===== src/rtl/cci_mpf_shim_pkg.sv =====
// Shared definitions for the shim mdata tagging scheme.
//
// Shim-generated requests mark their mdata with a reserved bit plus a small
// tag in mdata[1:0] that names the owning shim. The response side uses the
// test helper to decide which responses belong to an instance.
package cci_mpf_shim_pkg;

    // Tag identifying which shim engine issued a request.
    typedef enum logic [1:0] {
        CCI_MPF_SHIM_TAG_VTP    = 2'd0,
        CCI_MPF_SHIM_TAG_PWRITE = 2'd1
    } t_cci_mpf_shim_tag;

    // Mark mdata as shim-owned: set the reserved bit and write the tag.
    function automatic logic [15:0] cci_mpf_setShimMdataTag(
        input logic [3:0]        idx,
        input t_cci_mpf_shim_tag tag,
        input logic [15:0]       mdata
    );
        logic [15:0] m;
        m      = mdata;
        m[idx] = 1'b1;
        m[1:0] = tag;
        return m;
    endfunction

    // True when mdata carries the reserved bit and exactly this tag.
    function automatic logic cci_mpf_testShimMdataTag(
        input logic [3:0]        idx,
        input t_cci_mpf_shim_tag tag,
        input logic [15:0]       mdata
    );
        return mdata[idx] && (mdata[1:0] == tag);
    endfunction

endpackage


===== src/rtl/cci_mpf_shim_rsp_fifo.sv =====
// Show-ahead capture FIFO for shim-owned responses.
//
// Ports:
//   clk, reset_n      clock, asynchronous active-low reset
//   wr_en, wr_data    push request; ignored when full unless rd_en pops
//   rd_en             pop the head; ignored when empty
//   rd_data           current head entry (valid whenever !empty)
//   full, empty       occupancy flags
//   count             number of stored entries, 0..DEPTH
module cci_mpf_shim_rsp_fifo #(
    parameter int DEPTH = 4,
    parameter int WIDTH = 528
) (
    input  logic                       clk,
    input  logic                       reset_n,
    input  logic                       wr_en,
    input  logic [WIDTH-1:0]           wr_data,
    input  logic                       rd_en,
    output logic [WIDTH-1:0]           rd_data,
    output logic                       full,
    output logic                       empty,
    output logic [$clog2(DEPTH):0]     count
);
    localparam int PW = $clog2(DEPTH);
    localparam int CW = PW + 1;

    logic [WIDTH-1:0] mem [DEPTH];
    logic [PW-1:0]    wr_ptr;
    logic [PW-1:0]    rd_ptr;
    logic             do_wr;
    logic             do_rd;

    assign full  = (count == CW'(DEPTH));
    assign empty = (count == '0);

    // A write into a full FIFO is legal only when the head leaves in the
    // same cycle; the freed slot is the one wr_ptr already points at.
    assign do_rd = rd_en && !empty;
    assign do_wr = wr_en && (!full || do_rd);

    assign rd_data = mem[rd_ptr];

    always_ff @(posedge clk) begin
        if (do_wr) begin
            mem[wr_ptr] <= wr_data;
        end
    end

    // DEPTH is a power of two, so the pointers wrap naturally.
    always_ff @(posedge clk or negedge reset_n) begin
        if (!reset_n) begin
            wr_ptr <= '0;
            rd_ptr <= '0;
            count  <= '0;
        end else begin
            if (do_wr) wr_ptr <= wr_ptr + 1'b1;
            if (do_rd) rd_ptr <= rd_ptr + 1'b1;
            count <= count + CW'(do_wr) - CW'(do_rd);
        end
    end

endmodule


===== src/rtl/cci_mpf_shim_rsp_steer.sv =====
// Response steering for one shim instance.
//
// Every read response from the FIU side is either claimed (reserved bit set
// and tag == SHIM_TAG) into a capture FIFO for the shim's internal engine,
// or forwarded toward the AFU through a one-cycle register. A credit counter
// bounds outstanding internal requests to DEPTH so the FIFO never overruns.
//
// Handshakes: rsp_in_valid and fwd_rsp_valid carry no backpressure (a beat
// is transferred whenever valid is high). shim_rsp_valid/shim_rsp_ready is
// strict valid/ready: the head transfers in a cycle where both are high,
// and valid never depends on ready.
//
// Ports:
//   clk, reset_n                     clock, asynchronous active-low reset
//   rsp_in_valid/mdata/data          incoming response
//   fwd_rsp_valid/mdata/data         registered non-claimed response
//   shim_req_credit                  engine may issue a request this cycle
//   shim_req_issue                   engine issued a tagged request
//   shim_rsp_valid/ready/mdata/data  captured-response FIFO head
//   err_unexpected                   sticky protocol error
module cci_mpf_shim_rsp_steer
    import cci_mpf_shim_pkg::*;
#(
    parameter int                RESERVED_IDX = 15,
    parameter t_cci_mpf_shim_tag SHIM_TAG     = CCI_MPF_SHIM_TAG_VTP,
    parameter int                DEPTH        = 4,
    parameter int                DATA_WIDTH   = 512
) (
    input  logic                  clk,
    input  logic                  reset_n,
    input  logic                  rsp_in_valid,
    input  logic [15:0]           rsp_in_mdata,
    input  logic [DATA_WIDTH-1:0] rsp_in_data,
    output logic                  fwd_rsp_valid,
    output logic [15:0]           fwd_rsp_mdata,
    output logic [DATA_WIDTH-1:0] fwd_rsp_data,
    output logic                  shim_req_credit,
    input  logic                  shim_req_issue,
    output logic                  shim_rsp_valid,
    input  logic                  shim_rsp_ready,
    output logic [15:0]           shim_rsp_mdata,
    output logic [DATA_WIDTH-1:0] shim_rsp_data,
    output logic                  err_unexpected
);
    localparam int CW = $clog2(DEPTH) + 1;
    localparam int FW = 16 + DATA_WIDTH;

    logic                  match;
    logic                  pop;
    logic                  issue_ok;
    logic                  dec_ok;
    logic                  fifo_full;
    logic                  fifo_empty;
    logic [CW-1:0]         fifo_count;
    logic [FW-1:0]         fifo_head;
    logic [CW-1:0]         outstanding;

    assign match = rsp_in_valid &&
                   cci_mpf_testShimMdataTag(4'(RESERVED_IDX), SHIM_TAG, rsp_in_mdata);

    assign shim_rsp_valid  = !fifo_empty;
    assign pop             = shim_rsp_valid && shim_rsp_ready;
    assign shim_req_credit = (outstanding < CW'(DEPTH));
    assign issue_ok        = shim_req_issue && shim_req_credit;
    // A captured response with no matching request (already flagged) must
    // not drive the counter below zero when it is popped.
    assign dec_ok          = pop && (outstanding != '0);

    assign shim_rsp_mdata = fifo_head[FW-1 -: 16];
    assign shim_rsp_data  = fifo_head[DATA_WIDTH-1:0];

    cci_mpf_shim_rsp_fifo #(
        .DEPTH (DEPTH),
        .WIDTH (FW)
    ) fifo (
        .clk     (clk),
        .reset_n (reset_n),
        .wr_en   (match),
        .wr_data ({rsp_in_mdata, rsp_in_data}),
        .rd_en   (pop),
        .rd_data (fifo_head),
        .full    (fifo_full),
        .empty   (fifo_empty),
        .count   (fifo_count)
    );

    // Forward register; payload holds its last value when nothing forwards.
    always_ff @(posedge clk or negedge reset_n) begin
        if (!reset_n) begin
            fwd_rsp_valid <= 1'b0;
            fwd_rsp_mdata <= '0;
            fwd_rsp_data  <= '0;
        end else begin
            fwd_rsp_valid <= rsp_in_valid && !match;
            if (rsp_in_valid && !match) begin
                fwd_rsp_mdata <= rsp_in_mdata;
                fwd_rsp_data  <= rsp_in_data;
            end
        end
    end

    // Outstanding-request counter.
    always_ff @(posedge clk or negedge reset_n) begin
        if (!reset_n) begin
            outstanding <= '0;
        end else begin
            case ({issue_ok, dec_ok})
                2'b10:   outstanding <= outstanding + 1'b1;
                2'b01:   outstanding <= outstanding - 1'b1;
                default: outstanding <= outstanding;
            endcase
        end
    end

    // Sticky error: issue without credit, response with no request pending
    // (every outstanding request already has its answer in the FIFO), or a
    // response dropped because the FIFO is full and not popping.
    always_ff @(posedge clk or negedge reset_n) begin
        if (!reset_n) begin
            err_unexpected <= 1'b0;
        end else if ((shim_req_issue && !shim_req_credit) ||
                     (match && (fifo_count == outstanding)) ||
                     (match && fifo_full && !pop)) begin
            err_unexpected <= 1'b1;
        end
    end

endmodule


===== config.mk =====
export PLATFORM = sky130hd
export DESIGN_NAME = cci_mpf_shim_rsp_steer
export DESIGN_NICKNAME = d
export VERILOG_FILES = /design/src/rtl/cci_mpf_shim_pkg.sv /design/src/rtl/cci_mpf_shim_rsp_fifo.sv /design/src/rtl/cci_mpf_shim_rsp_steer.sv
export SDC_FILE = /design/constraint.sdc
export NUM_CORES = 2
export LEC_CHECK = 0
export BUFFER_PORTS_ARGS = -buffer_cell sky130_fd_sc_hd__buf_2
export CAP_MARGIN = 20
export CORE_AREA = 2 2 617 619
export DETAILED_ROUTE_END_ITERATION = 8
export DIE_AREA = 0 0 619 621
export GPL_TIMING_DRIVEN = 0
export PLACE_DENSITY = 0.48
export SLEW_MARGIN = 40
export SYNTH_ARGS = -nofsm -noshare
export SYNTH_HDL_FRONTEND = slang
export SYNTH_SLANG_ARGS = --single-unit

===== constraint.sdc =====
create_clock -name clk -period 21.9 [get_ports clk]
set_input_delay 6.57 -clock clk [delete_from_list [all_inputs] [get_ports clk]]
set_output_delay 6.57 -clock clk [all_outputs]
set_load 0.01 [all_outputs]

==> reports/qor.yml <==
global_routing:
  grt_overflow: 0
  grt_pass1_wl_microns: 433000
  grt_max_degree: 74
  grt.total_usage_pct: 16.1
  antenna_found_initial: 60
  grt_pass1_vias: 52000
status:
  status: "completed"
floorplanning:
  rows: 226
  top_level_ports: 1593
  dieHeight_microns: 621
  dieArea_sq_um: 384000
  die-width_microns: 619
  coreArea_sq_um: 378000
  initial_core_util_pct: 25.4
synthesis:
  syn_inst: 3935
  synth_compound_area_share_pct: 0.0755
  synth_mux_area_share_pct: 18.7
  yosysSeqAreaShare_pct: 80.0
  synth_area_leader_cell: "edfxtp_1"
  synth_warnings: 0
  synth_top_family_by_area: "multiplexers"
  syn_nets: 4477
  synthAdderAreaFrac_pct: 0.133
  synthXorXnorAreaFrac_pct: 0.100
  synth_edf_count: 2112
  synth_async_sr_flop_share_pct: 20.4
  synth_seq_cells: 2652
  synth_ff_type: "edfxtp_1"
  synth_top_area_share_pct: 66.0
  synth_cell_types: 29
  syn_avg_cell_area_sq_um: 24.4
  synth_area_leaders: "edfxtp_1 66%, dfrtp_1 14%, mux4_2 12%, mux2_2 5.8%, buf_2 0.57%"
  synth_simple_gate_area_share_pct: 0.0690
  syn_area_sq_um: 96100
clocking:
  post-cts-setup-buffer-count: 0
  cts_hold_buf: 0
  cts_buffers: 304
  htreeDepth: 5
  cts_tree: "done"
  clk_latency_ps: 870
  cts.clk_slew.worst_paths_ps: 60
  cts_max_path_buffers: 4
  post_cts_resized: 0
  cts_sinks: 2652
  cts_root_buf: "clkbuf_16"
timing:
  min_period_over_period_pct: 47.6
  slew_violations: 0
  worst_clock_skew_ps: 47.9
  fmax_ghz: 0.0959
  rsz0062_at_grt: "false"
  tightest_slew_ps: 843
  fin_crit_ps: 10430
  timing.final.hold_violations: 0
  setup_violations: 0
  maxSlewHeadroom_pct: 43.8
  tns_ps: 0
setup_path:
  slowest_stage: "mux4_2"
  cp.depth: 5
  crit_arrival_ps: 3860
  r2r_slack_ps: 17590
  crit_start: "fifo.rd_ptr[0]$_DFFE_PN0P_"
  worst_path_most_repeated_cell: "buf_2"
  start_kind: "register"
  crit_path_end: "shim_rsp_data[270]"
  cp_num_buf_inv: 4
  critPathRequiredTime_ps: 15330
  cp-end-kind: "output pin"
  path_delay_family: "buffers and inverters"
  r2r_end: "fifo.mem[1][403]$_DFFE_PP_"
  crit_chain: "buf_2 -> clkbuf_1 -> buf_2 -> mux4_2 -> buf_2"
  reg2reg_from: "fifo.count[2]$_DFF_PN0_"
  setup.worst_path.class: "register to output pin"
  crit_fanout: 10
  cp_slowest_stage_delay_ps: 710
  r2r.worst_path.cells: 12
routing:
  drc: 0
  dr.pass1.iters: 5
  drtIter0Drc: 3433
  viasPerCell: 4.41
  routedWlPerCell_microns: 28.3
  wl_microns: 317000
  ant_nets: 0
  vias: 49500
run:
  maxCapViolCount: 0
power:
  ir_worst_vdd_uv: 58.6
  p_leak_nw: 43.7
  power-per-cell-area_nw_per_um2: 121
finish:
  final_nets: 6474
  area_growth_syn_to_layout_pct: 27.5
  multi_input_area_sq_um: 18300
  finish.utilization_pct: 32.4
  drive_gt1_share_pct: 54.1
  n_fill_cell: 36500
  register_area_sq_um: 76900
min_path:
  hp-class: "register to register"
placement:
  hpwl_microns: 241000
  portBuffers: 1592
  routabilityCongestion: 0.827
-- cell families (layout without fill, tap and decap cells) --
family / Yosys count / in the layout
other: 0 / 20
AND/OR/NAND/NOR: 11 / 11
adder cells (fa/ha/maj): 9 / 9
multiplexers: 1056 / 1056
AO/OA/AOI/OAI: 8 / 8
XOR/XNOR: 11 / 11
buffers and inverters: 188 / 2435
flip-flops: 2652 / 2652
-- placed cells by master (no fill, tap or decap), drive strengths merged --
master	synthesis	final
edfxtp	2112	2112
buf	139	1829
dfrtp	540	540
mux4	528	528
mux2	527	527
clkbuf	37	455
clkinv	0	91
inv	12	34
diode	0	20
bufinv	0	17
xnor2	9	9
clkinvlp	0	9
ha	7	7
and2	4	4
o31a	2	2
nor2	2	2
nand2	2	2
xor2	2	2
fa	2	2
nor4b	1	1
nand4bb	1	1
or3	1	1
o31ai	1	1
mux2i	1	1
a22o	1	1
a2bb2oi	1	1
a31oi	1	1
a21oi	1	1
o21ai	1	1
-- synthesized netlist by cell type (2+ instances only) --
master	n
and2_1	4
xnor2_1	9
mux2_2	497
fa_1	2
buf_6	4
xor2_1	2
ha_1	7
mux2_4	30
dfrtp_1	540
edfxtp_1	2112
mux4_2	528
o31a_1	2
nand2_1	2
inv_1	11
buf_1	26
clkbuf_1	37
buf_2	109
nor2_1	2
-- through the flow --
stage,setup WS [ps],total power (W),instances,instance area [sq um],hold slack [ps]
2_1_floorplan,1940,0.00792,3935,96100,505
3_3_place_gp,-11240,0.0101,10500,110000,484
3_5_place_dp,11150,0.0100,10600,112000,476
4_1_cts,11070,0.0151,11200,123000,502
5_1_grt,11140,0.0154,11200,123000,515
6_report,11470,0.0148,11200,123000,498
-- worst min-delay path by stage --
| stage | start | slack [ps] | cells after the start | endpoint |
|---|---|---|---|---|
| 6_report | fwd_rsp_data[82]$_DFFE_PN0P_ | 500 | 1 | fwd_rsp_data[82]$_DFFE_PN0P_ |
| 5_1_grt | fwd_rsp_data[507]$_DFFE_PN0P_ | 520 | 1 | fwd_rsp_data[507]$_DFFE_PN0P_ |
| 4_1_cts | fwd_rsp_data[320]$_DFFE_PN0P_ | 500 | 1 | fwd_rsp_data[320]$_DFFE_PN0P_ |
| 3_5_place_dp | err_unexpected$_DFFE_PN0P_ | 480 | 2 | err_unexpected$_DFFE_PN0P_ |
| 3_3_place_gp | fwd_rsp_data[40]$_DFFE_PN0P_ | 480 | 1 | fwd_rsp_data[40]$_DFFE_PN0P_ |
| 2_1_floorplan | outstanding[0]$_DFFE_PN0P_ | 510 | 1 | outstanding[0]$_DFFE_PN0P_ |
-- final cells by class --
class / instances / area share [%]
antenna: 20 / 0.0408
timing repair buffer: 1691 / 8.20
buffer: 176 / 0.707
clock inverter: 139 / 1.22
inverter: 12 / 0.0368
tap: 5016 / 5.12
sequential: 2652 / 62.8
clock buffer: 417 / 6.96
multi-input combinational: 1095 / 14.9
-- where the power goes --
group | total, W | internal [W] | switching (W) | leakage, nW
sequential | 0.00579 | 0.00569 | 0.0000932 | 25.3
clock | 0.00505 | 0.00296 | 0.00210 | 4.89
combinational | 0.00395 | 0.00154 | 0.00240 | 13.5
-- layer usage --
layer	vias to the layer above	share of wire, %	routed length [microns]	global-route usage [%]
li1	20300	-	-	-
met1	27100	39	123000	19.2
met2	1647	52	166000	28.9
met3	422	6.3	20000	3.62
met4	4	2.9	9200	4.42
met5	-	0.0088	28	0
-- worst reg2reg max path: cells and delay by family, from the launching register on --
| kind | cells | cell delay [ps] |
|---|---|---|
| and+or+nand+nor | 3 | 1240 |
| buffers and inverters | 9 | 2290 |
| DFF | 1 | 440 |
-- flip-flops by register name, indices dropped and copies added, names as in the netlist --
register	count
err_unexpected	1
fifo.count	3
fifo.mem	2112
fifo.rd_ptr	2
fifo.wr_ptr	2
fwd_rsp_data	512
fwd_rsp_mdata	16
fwd_rsp_valid	1
outstanding	3
Note: power is estimated with default switching activity, not from simulation.
